`config.mk`:
```
export PLATFORM = sky130hd
export DESIGN_NAME = affine_transform_pipe_flat
export DESIGN_NICKNAME = d
export VERILOG_FILES = /design/src/rtl/affine_transform_pipe_if.sv /design/src/rtl/affine_transform_pipe.sv /design/src/flat_wrapper.sv
export SDC_FILE = /design/constraint.sdc
export NUM_CORES = 1
export LEC_CHECK = 0
export CORE_UTILIZATION = 45
export CTS_CLUSTER_SIZE = 24
export DETAILED_ROUTE_END_ITERATION = 6
export PLACE_DENSITY = 0.67
export SLEW_MARGIN = 15
export SYNTH_ARGS = -nofsm -noshare
export SYNTH_HDL_FRONTEND = slang
export SYNTH_SLANG_ARGS = --single-unit
```
`constraint.sdc`:
```
create_clock -name clk -period 2 [get_ports clk]
set_input_delay 0.4 -clock clk [delete_from_list [all_inputs] [get_ports clk]]
set_output_delay 0.4 -clock clk [all_outputs]
set_load 0.01 [all_outputs]
```
`src/rtl/affine_transform_pipe_if.sv`:
```
// ----------------------------------------------------------------------------
// affine_transform_pipe_if
// Handshake bundle for the affine transform pipe.
//   in_valid/in_ready/in_data/in_mode  : upstream transaction channel
//   out_valid/out_ready/out_data/out_mode : downstream result channel
//   err   : sticky reserved-mode flag
//   count : number of results currently buffered (0..2)
// The slave modport is the pipe itself; the master modport is whatever
// drives transactions in and accepts results out.
// ----------------------------------------------------------------------------
interface affine_transform_pipe_if #(
    parameter int NUM_BYTES = 16
);
    logic                   in_valid;
    logic                   in_ready;
    logic [8*NUM_BYTES-1:0] in_data;
    logic [1:0]             in_mode;
    logic                   out_valid;
    logic                   out_ready;
    logic [8*NUM_BYTES-1:0] out_data;
    logic [1:0]             out_mode;
    logic                   err;
    logic [1:0]             count;

    modport master (
        output in_valid, in_data, in_mode, out_ready,
        input  in_ready, out_valid, out_data, out_mode, err, count
    );

    modport slave (
        input  in_valid, in_data, in_mode, out_ready,
        output in_ready, out_valid, out_data, out_mode, err, count
    );
endinterface

```
`src/rtl/affine_transform_pipe.sv`:
```
// ----------------------------------------------------------------------------
// affine_transform_pipe
// Applies a per-byte GF(2) affine transform (forward, inverse or bypass) to
// every lane of an incoming transaction and buffers the results in a
// 2-entry in-order FIFO.
//   clk  : rising-edge clock
//   rst  : synchronous active-high reset, flushes the FIFO and clears err
//   bus  : affine_transform_pipe_if.slave (in/out handshake, err, count)
// Mode encoding: 00 bypass, 01 forward affine, 10 inverse affine,
// 11 reserved (lanes forced to zero, err set).
// ----------------------------------------------------------------------------
module affine_transform_pipe #(
    parameter int         NUM_BYTES = 16,
    parameter logic [7:0] AFF_CONST = 8'h63,
    parameter logic [7:0] INV_CONST = 8'h05
) (
    input  logic                          clk,
    input  logic                          rst,
    affine_transform_pipe_if.slave        bus
);

    localparam int W = 8 * NUM_BYTES;

    // Forward affine on one byte. A 3-bit index wraps mod 8 by itself.
    function automatic logic [7:0] fwd_byte(input logic [7:0] b);
        logic [7:0] y;
        logic [2:0] idx;
        y = '0;
        for (int i = 0; i < 8; i++) begin
            idx    = 3'(i);
            y[idx] = b[idx] ^ b[idx + 3'd4] ^ b[idx + 3'd5] ^ b[idx + 3'd6] ^ b[idx + 3'd7];
        end
        return y ^ AFF_CONST;
    endfunction

    // Inverse affine on one byte.
    function automatic logic [7:0] inv_byte(input logic [7:0] b);
        logic [7:0] y;
        logic [2:0] idx;
        y = '0;
        for (int i = 0; i < 8; i++) begin
            idx    = 3'(i);
            y[idx] = b[idx + 3'd2] ^ b[idx + 3'd5] ^ b[idx + 3'd7];
        end
        return y ^ INV_CONST;
    endfunction

    // Whole-transaction transform; lanes never mix.
    function automatic logic [W-1:0] transform(input logic [W-1:0] data,
                                               input logic [1:0]   mode);
        logic [W-1:0] res;
        res = '0;
        for (int k = 0; k < NUM_BYTES; k++) begin
            case (mode)
                2'b00:   res[8*k +: 8] = data[8*k +: 8];
                2'b01:   res[8*k +: 8] = fwd_byte(data[8*k +: 8]);
                2'b10:   res[8*k +: 8] = inv_byte(data[8*k +: 8]);
                default: res[8*k +: 8] = 8'h00;
            endcase
        end
        return res;
    endfunction

    logic [1:0]   count_q,   count_d;
    logic         wr_ptr_q,  wr_ptr_d;
    logic         rd_ptr_q,  rd_ptr_d;
    logic         err_q,     err_d;
    logic         in_ready_q, in_ready_d;
    logic [W-1:0] data_q [2];
    logic [W-1:0] data_d [2];
    logic [1:0]   mode_q [2];
    logic [1:0]   mode_d [2];
    logic         push;
    logic         pop;

    // Next-state logic. The transform happens at push time, so the FIFO
    // holds finished results. in_ready is registered from the next count,
    // which keeps out_ready off the in_ready path and means a pop at full
    // cannot open the input in the same cycle.
    always_comb begin
        push       = bus.in_valid && in_ready_q;
        pop        = (count_q != 2'd0) && bus.out_ready;
        count_d    = count_q;
        wr_ptr_d   = wr_ptr_q;
        rd_ptr_d   = rd_ptr_q;
        err_d      = err_q;
        data_d     = data_q;
        mode_d     = mode_q;

        if (push) begin
            data_d[wr_ptr_q] = transform(bus.in_data, bus.in_mode);
            mode_d[wr_ptr_q] = bus.in_mode;
            wr_ptr_d         = ~wr_ptr_q;
            if (bus.in_mode == 2'b11) begin
                err_d = 1'b1;
            end
        end

        if (pop) begin
            rd_ptr_d = ~rd_ptr_q;
        end

        case ({push, pop})
            2'b10:   count_d = count_q + 2'd1;
            2'b01:   count_d = count_q - 2'd1;
            default: count_d = count_q;
        endcase

        in_ready_d = (count_d != 2'd2);
    end

    // State registers; reset flushes everything and holds in_ready low
    // until the first edge after rst deasserts.
    always_ff @(posedge clk) begin
        if (rst) begin
            count_q    <= 2'd0;
            wr_ptr_q   <= 1'b0;
            rd_ptr_q   <= 1'b0;
            err_q      <= 1'b0;
            in_ready_q <= 1'b0;
            data_q[0]  <= '0;
            data_q[1]  <= '0;
            mode_q[0]  <= 2'b00;
            mode_q[1]  <= 2'b00;
        end else begin
            count_q    <= count_d;
            wr_ptr_q   <= wr_ptr_d;
            rd_ptr_q   <= rd_ptr_d;
            err_q      <= err_d;
            in_ready_q <= in_ready_d;
            data_q     <= data_d;
            mode_q     <= mode_d;
        end
    end

    // Outputs come straight from state; an empty FIFO drives zeros.
    assign bus.in_ready  = in_ready_q;
    assign bus.out_valid = (count_q != 2'd0);
    assign bus.out_data  = (count_q != 2'd0) ? data_q[rd_ptr_q] : '0;
    assign bus.out_mode  = (count_q != 2'd0) ? mode_q[rd_ptr_q] : 2'b00;
    assign bus.err       = err_q;
    assign bus.count     = count_q;

endmodule

```
`src/flat_wrapper.sv`:
```
// flat-port wrapper written by rule: the top's interface ports become plain ports
module affine_transform_pipe_flat 
#(
    parameter int         NUM_BYTES = 16,
    parameter logic [7:0] AFF_CONST = 8'h63,
    parameter logic [7:0] INV_CONST = 8'h05
)
  (clk, rst, bus_in_valid, bus_in_data, bus_in_mode, bus_out_ready, bus_in_ready, bus_out_valid, bus_out_data, bus_out_mode, bus_err, bus_count);
  affine_transform_pipe_if #(.NUM_BYTES(NUM_BYTES)) bus_i ();
  input  logic clk;
  input  logic rst;
  input wire logic [$bits(bus_i.in_valid)-1:0] bus_in_valid;
  input wire logic [$bits(bus_i.in_data)-1:0] bus_in_data;
  input wire logic [$bits(bus_i.in_mode)-1:0] bus_in_mode;
  input wire logic [$bits(bus_i.out_ready)-1:0] bus_out_ready;
  output wire logic [$bits(bus_i.in_ready)-1:0] bus_in_ready;
  output wire logic [$bits(bus_i.out_valid)-1:0] bus_out_valid;
  output wire logic [$bits(bus_i.out_data)-1:0] bus_out_data;
  output wire logic [$bits(bus_i.out_mode)-1:0] bus_out_mode;
  output wire logic [$bits(bus_i.err)-1:0] bus_err;
  output wire logic [$bits(bus_i.count)-1:0] bus_count;
  assign bus_i.in_valid = bus_in_valid;
  assign bus_i.in_data = bus_in_data;
  assign bus_i.in_mode = bus_in_mode;
  assign bus_i.out_ready = bus_out_ready;
  assign bus_in_ready = bus_i.in_ready;
  assign bus_out_valid = bus_i.out_valid;
  assign bus_out_data = bus_i.out_data;
  assign bus_out_mode = bus_i.out_mode;
  assign bus_err = bus_i.err;
  assign bus_count = bus_i.count;
  affine_transform_pipe #(.NUM_BYTES(NUM_BYTES), .AFF_CONST(AFF_CONST), .INV_CONST(INV_CONST)) u_core (.clk(clk), .rst(rst), .bus(bus_i));
endmodule
```
==> results of run 1 <==
## logic make-up (layout without fill, tap and decap cells)
family | after synthesis | after routing | synth area share, %
and+or+nand+nor | 699 | 699 | 14.2
xor gates and xnor gates | 468 | 468 | 22.3
AOI/OAI and AO/OA | 418 | 418 | 15.5
buffers and inverters | 294 | 798 | 7.06
muxes | 292 | 292 | 14.6
DFF | 266 | 266 | 26.3
adders and majority gates | 1 | 1 | 0.0619
other | 0 | 3 | 0
## sequential cells by signal (all words and copies together), names as in the netlist
signal / cells
u_core.data_q: 256
u_core.mode_q: 4
u_core.bus.count: 2
u_core.bus.err: 1
u_core.bus.in_ready: 1
u_core.rd_ptr_q: 1
u_core.wr_ptr_q: 1
## path summary, 6_finish.rpt
kind / depth (start not counted) / slack, ns / start / end
setup / recovery: 7 / -0.35 / u_core.rd_ptr_q / bus_out_data[2]
hold / removal: 2 / 0.12 / rst / u_core.wr_ptr_q
setup reg to reg: 9 / 0.13 / u_core.bus.count[0] / u_core.bus.in_ready
hold reg to reg: 2 / 0.44 / u_core.data_q[36] / u_core.data_q[36]
## power by group through the flow
stage	Clock [µW]	Combinational, µW	Sequential [µW]
2_1_floorplan	0	4830	5950
3_3_place_gp	0	7730	5990
3_5_place_dp	0	7870	6000
4_1_cts	5970	9280	5950
5_1_grt	6170	10300	6020
6_report	5940	9710	5990
## layout make-up
type                    instances  area (µm²)  share of cell area [%]
diodes                          3        7.51                  0.0265
clock buffers                  44         885                    3.12
clock inverters                11         158                   0.556
inverters                      15        57.6                   0.203
multi-input cells            1878       14400                    50.8
flip-flops and latches        266        5330                    18.8
well taps                     592         741                    2.61
repair buffers                728        6760                    23.9
## stage by stage
| stage | instances | TNS, ns | cell area (µm²) | worst slack, ns | hold WS (ns) |
|---|---|---|---|---|---|
| detailed placement | 3423 | -33.29 | 25900 | -0.292 | 0.430 |
| floorplan | 2438 | 0 | 20200 | 0.200 | 0.415 |
| global placement | 3423 | -27.90 | 25900 | -0.238 | 0.424 |
| finish | 3537 | -30.63 | 28400 | -0.350 | 0.117 |
| CTS | 3528 | -36.37 | 28000 | -0.375 | 0.0975 |
| global route | 3536 | -36.42 | 28400 | -0.386 | 0.117 |
## layer usage
metal  routed length [µm]  share of wire, %
met1                30200                42
met2                34800                48
met3                 4840               6.7
met4                 2720               3.7
met5                    0                 0
## what timing repair did
action / in CTS / in global routing
pin swaps: 24 / 29
buffers inserted: 37 / 16
gates cloned: 13 / 2
endpoints found under the setup margin: 134 / 132
resized for setup: 626 / 83
hold buffers: 0 / 0
## layout by cell type, fill, tap and decap left out, types with 8 or more instances in the layout
| cell type | n |
|---|---|
| xnor2_2 | 25 |
| a21oi_1 | 54 |
| dlygate4sd2_1 | 22 |
| a211oi_1 | 63 |
| xor2_1 | 83 |
| buf_16 | 10 |
| a311oi_1 | 24 |
| o21a_1 | 31 |
| a22oi_1 | 43 |
| mux2i_1 | 187 |
| mux2i_4 | 52 |
| nand2_1 | 243 |
| a31oi_1 | 10 |
| a221oi_1 | 28 |
| mux2_2 | 26 |
| nor2_2 | 21 |
| nor2b_1 | 11 |
| mux2i_2 | 27 |
| o21ai_0 | 42 |
| buf_2 | 101 |
| buf_4 | 355 |
| o221ai_1 | 72 |
| inv_1 | 13 |
| buf_12 | 62 |
| buf_8 | 8 |
| xnor3_2 | 9 |
| clkbuf_16 | 33 |
| dfxtp_1 | 263 |
| nor2_1 | 314 |
| buf_6 | 33 |
| nor3_1 | 59 |
| nor2_4 | 14 |
| o221a_2 | 13 |
| xnor2_1 | 345 |
| clkdlybuf4s50_1 | 131 |
==> out/metrics.csv, run 1 <==
stage,metric,value,unit
power,power.density,763,mW/mm²
floorplan,die_h,214,µm
sta,setup_viol,130,
global_route,grt.busiest_layer,met2,
routing,vias,20000,
global_route,grt-ovfl-total,0,
final_layout,area_delta_synth_final,40.3,%
clocking,cts_made_buffers,30,
critical_path,critical_path.cell_chain,buf_6 > buf_12 > buf_12 > buf_12 > mux2i_4 > nor2_1 > buf_2,
routing,vias_per_cell,5.65,
critical_path,worstSetupPathType,register to primary output,
floorplan,fp.dieW,214,µm
final_layout,final_util,64.1,%
critical_path,startpoint_type,register,
global_route,grt_usage,30.3,%
critical_path,cp.arrival,1.95,ns
synthesis,synth_ff_type,dfxtp_1,
clocking,cts-root-buf,clkbuf_16,
synthesis,synthCells,2438,
synthesis,synth.net_count,2573,
global_route,grt_max_degree,80,
sta,fin_skew,0.00905,ns
routing,drtIter0Drc,1612,
floorplan,start_util,45.7,%
placement,globalplace.congestion,0.917,
critical_path,end_kind,primary output,
critical_path,max_stage_delay,0.39,ns
floorplan,rows,77,
clocking,ctsLongestPathBuffers,3,
sta,hold_viol,0,
synthesis,synth_area_per_cell,8.29,µm²
global_route,grtUsageMet1,38.5,%
placement,io_buffers,268,
routing,remaining_drc_errors,0,
sta,rsz0062_at_grt,true,
synthesis,synth_top_area_share,26.3,%
final_layout,nets,3054,
placement,place_hpwl,48.5,mm
synthesis,synth_area,0.0202,mm²
status,failed_checks,negative setup slack,
critical_path,worst-path-buf-inv,5,
critical_path,critPathTopFamily,buffers and inverters,
synthesis,synth_edf_count,0,
job,max_cap_viol_count,0,
critical_path,cpMostUsedCell,buf_12,
synthesis,synth_area_leaders,"dfxtp_1, xnor2_1, mux2i_1, nor2_1, nand2_1",
synthesis,yosys_warnings,0,
floorplan,pin_count,269,
sta,min_period,2.35,ns
critical_path,cp_max_fo,8,
routing,antenna_left,0,
sta,worst_slew_pin_slew,1.12,ns
global_route,grt_pass1_wl,112,mm
power,switching_share,34.3,%
power,p_sw,7410,µW
clocking,cts_max_level,1,
critical_path,slowest_stage,dfxtp_4,
routing,wl_per_cell,20.5,µm
synthesis,ys_ff_latch,266,
sta,timing.final.crit_share,117,%
sta,drv_slew,0,
routing,firstDrtPassIters,6,
status,status,"complete, but fails checks",
power,p_comb_share,44.9,%
synthesis,seq_area_frac_synth,26.3,%
floorplan,fp.dieArea,0.0458,mm²
synthesis,synthArstFlopShare,0,%
power,design_power_total,21600,µW
final_layout,drive_gt1_share,28.2,%
synthesis,synth_common_cells,"nor2_1, xnor2_1, dfxtp_1, mux2i_1, nand2_1",
synthesis,synth.most_common_cell,nor2_1,
clocking,numClockSinks,266,
sta,clock.fmax,426,MHz
sta,slew_headroom,25.3,%
routing,drt_wl_total,72.6,mm
synthesis,synth_cell_types,56,
global_route,antenna_found_initial,3,
critical_path,required,1.60,ns
synthesis,synth_top_area_cell,dfxtp_1,
global_route,grt_use_met3,3.64,%
clocking,clk_latency,0.59,ns
power,seqPwrFrac,27.7,%
power,leakage,0.0113,µW
clocking,clk_pin_slew_worst_paths,0.06,ns
min_path,holdCritPathClass,input pin to register,
clocking,tritoncts,done,
power,p_int,14200,µW
final_layout,final.fill_count,3658,
floorplan,design.core.area,0.0442,mm²
power,clockPowerShare,27.4,%
global_route,first_global_vias,20000,
power,ir_drop,0.633,mV
sta,setup_slack,-0.350,ns
global_route,grt_use_met2,52.1,%
Power figures use the tool's default switching activity.
==> run 2: changes to the inputs <==
Settings changed: CTS_CLUSTER_DIAMETER from default to 150.
==> out/metrics.csv, run 2 (synthesis gave the netlist of run 1 again) <==
stage,metric,value,unit
status,status,"complete, but fails checks",
status,failed_checks,negative setup slack,
sta,timing.final.crit_share,117,%
critical_path,max_stage_delay,0.42,ns
sta,setup_viol,130,
routing,drtIter0Drc,1575,
sta,hold_viol,0,
power,leakage,0.0111,µW
floorplan,pin_count,269,
floorplan,die_h,214,µm
clocking,ctsLongestPathBuffers,3,
final_layout,drive_gt1_share,28.8,%
final_layout,area_delta_synth_final,38.5,%
global_route,first_global_vias,19900,
final_layout,nets,3063,
clocking,cts_made_buffers,15,
final_layout,final.fill_count,3666,
critical_path,worst-path-buf-inv,5,
final_layout,largest_register_ffs,256,
routing,firstDrtPassIters,6,
critical_path,cp_max_fo,8,
final_layout,fin_area,0.0280,mm²
critical_path,worstSetupPathType,register to primary output,
power,clockPowerShare,17.5,%
critical_path,slowest_stage,dfxtp_4,
critical_path,cp.arrival,1.93,ns
sta,worst_slew_pin_slew,1.12,ns
power,p_sw,7120,µW
sta,drv_slew,0,
placement,dp_slack,-0.292,ns
critical_path,end_kind,primary output,
power,ir_drop,0.506,mV
clocking,ctsHoldBuffers,0,
power,power.density,694,mW/mm²
sta,slew_headroom,25.5,%
sta,fin_skew,0.0311,ns
power,p_int,12300,µW
routing,drt_wl_total,72.8,mm
power,p_comb_share,51.7,%
clocking,tritoncts,done,
power,seqPwrFrac,30.8,%
floorplan,fp.dieArea,0.0458,mm²
final_layout,top_register,u_core.data_q,
final_layout,final_cell_mix,"buf_4, xnor2_1, nor2_1",
critical_path,startpoint_type,register,
global_route,grt_max_degree,80,
sta,clock.fmax,429,MHz
routing,remaining_drc_errors,0,
placement,dpl_cell_area,0.0259,mm²
final_layout,final_common_cell,buf_4,
critical_path,critPathTopFamily,buffers and inverters,
floorplan,design.core.area,0.0442,mm²
sta,tns,-27.21,ns
critical_path,critical_path.cell_chain,buf_6 > buf_12 > buf_12 > buf_12 > mux2i_4 > nor2_1 > buf_2,
global_route,antenna_found_initial,2,
placement,place_hpwl,48.5,mm
routing,vias_per_cell,5.67,
clocking,cts_max_level,1,
global_route,grt_pass1_wl,112,mm
global_route,grt_usage,30.3,%
floorplan,start_util,45.7,%
sta,rsz0062_at_grt,true,
sta,whs,0.148,ns
placement,globalplace.congestion,0.917,
sta,min_period,2.33,ns
clocking,cts-root-buf,clkbuf_16,
job,max_cap_viol_count,0,
floorplan,rows,77,
clocking,clk_latency,0.53,ns
critical_path,cpMostUsedCell,buf_12,
sta,setup_slack,-0.333,ns
clocking,numClockSinks,266,
power,switching_share,36.7,%
clocking,clk_pin_slew_worst_paths,0.11,ns
global_route,grt-ovfl-total,0,
routing,antenna_left,0,
floorplan,fp.dieW,214,µm
min_path,holdCritPathClass,input pin to register,
critical_path,required,1.60,ns
routing,wl_per_cell,20.7,µm
placement,io_buffers,268,
routing,vias,20000,
[run 2: per-stage QoR]
| stage | util, % | total power, µW | std cells |
|---|---|---|---|
| global placement | 58.7 | 13700 | 3423 |
| finish | 63.3 | 19400 | 3523 |
| detailed placement | 58.7 | 13900 | 3423 |
| floorplan | - | 10800 | 2438 |
| CTS | 62.4 | 18900 | 3507 |
| global route | 63.3 | 20300 | 3522 |
[run 2: power by group through the flow]
stage / clock network (µW) / logic (µW) / registers [µW]
3_5_place_dp: 0 / 7870 / 6000
4_1_cts: 3420 / 9570 / 5950
2_1_floorplan: 0 / 4830 / 5950
3_3_place_gp: 0 / 7730 / 5990
6_report: 3390 / 10000 / 5980
5_1_grt: 3610 / 10600 / 6020
[run 2: area by class of cell]
type,instances,area (µm²),share of cell area [%]
repair buffers,752,7000,25.0
inverters,15,57.6,0.206
diodes,2,5.00,0.0179
flip-flops and latches,266,5330,19.1
multi-input cells,1878,14400,51.6
well taps,592,741,2.65
clock inverters,2,38.8,0.139
clock buffers,16,379,1.35
[run 2: timing repair]
item / 4_1_cts / 5_1_grt
setup buffers: 53 / 27
pin swaps: 25 / 41
endpoints found under the hold margin: 0 / 0
cloned: 14 / 1
resized for setup: 678 / 104
setup endpoints to repair: 134 / 132
[run 2: layer usage]
metal / track usage [%] / vias up / wire length, µm
li1: - / 9351 / -
met1: 38.7 / 9626 / 30200
met2: 51.7 / 828 / 34700
met3: 3.50 / 164 / 4930
met4: 12.5 / 0 / 2990
met5: 0 / - / 0
[run 2: path summary, 6_finish.rpt]
path / from / end / slack [ns] / cells past startpoint
worst max-delay path: u_core.rd_ptr_q / bus_out_data[2] / -0.33 / 7
worst min register to register: u_core.data_q[36] / u_core.data_q[36] / 0.45 / 2
worst max register to register: u_core.bus.count[0] / u_core.bus.in_ready / 0.09 / 9
worst min-delay path: rst / u_core.wr_ptr_q / 0.15 / 2
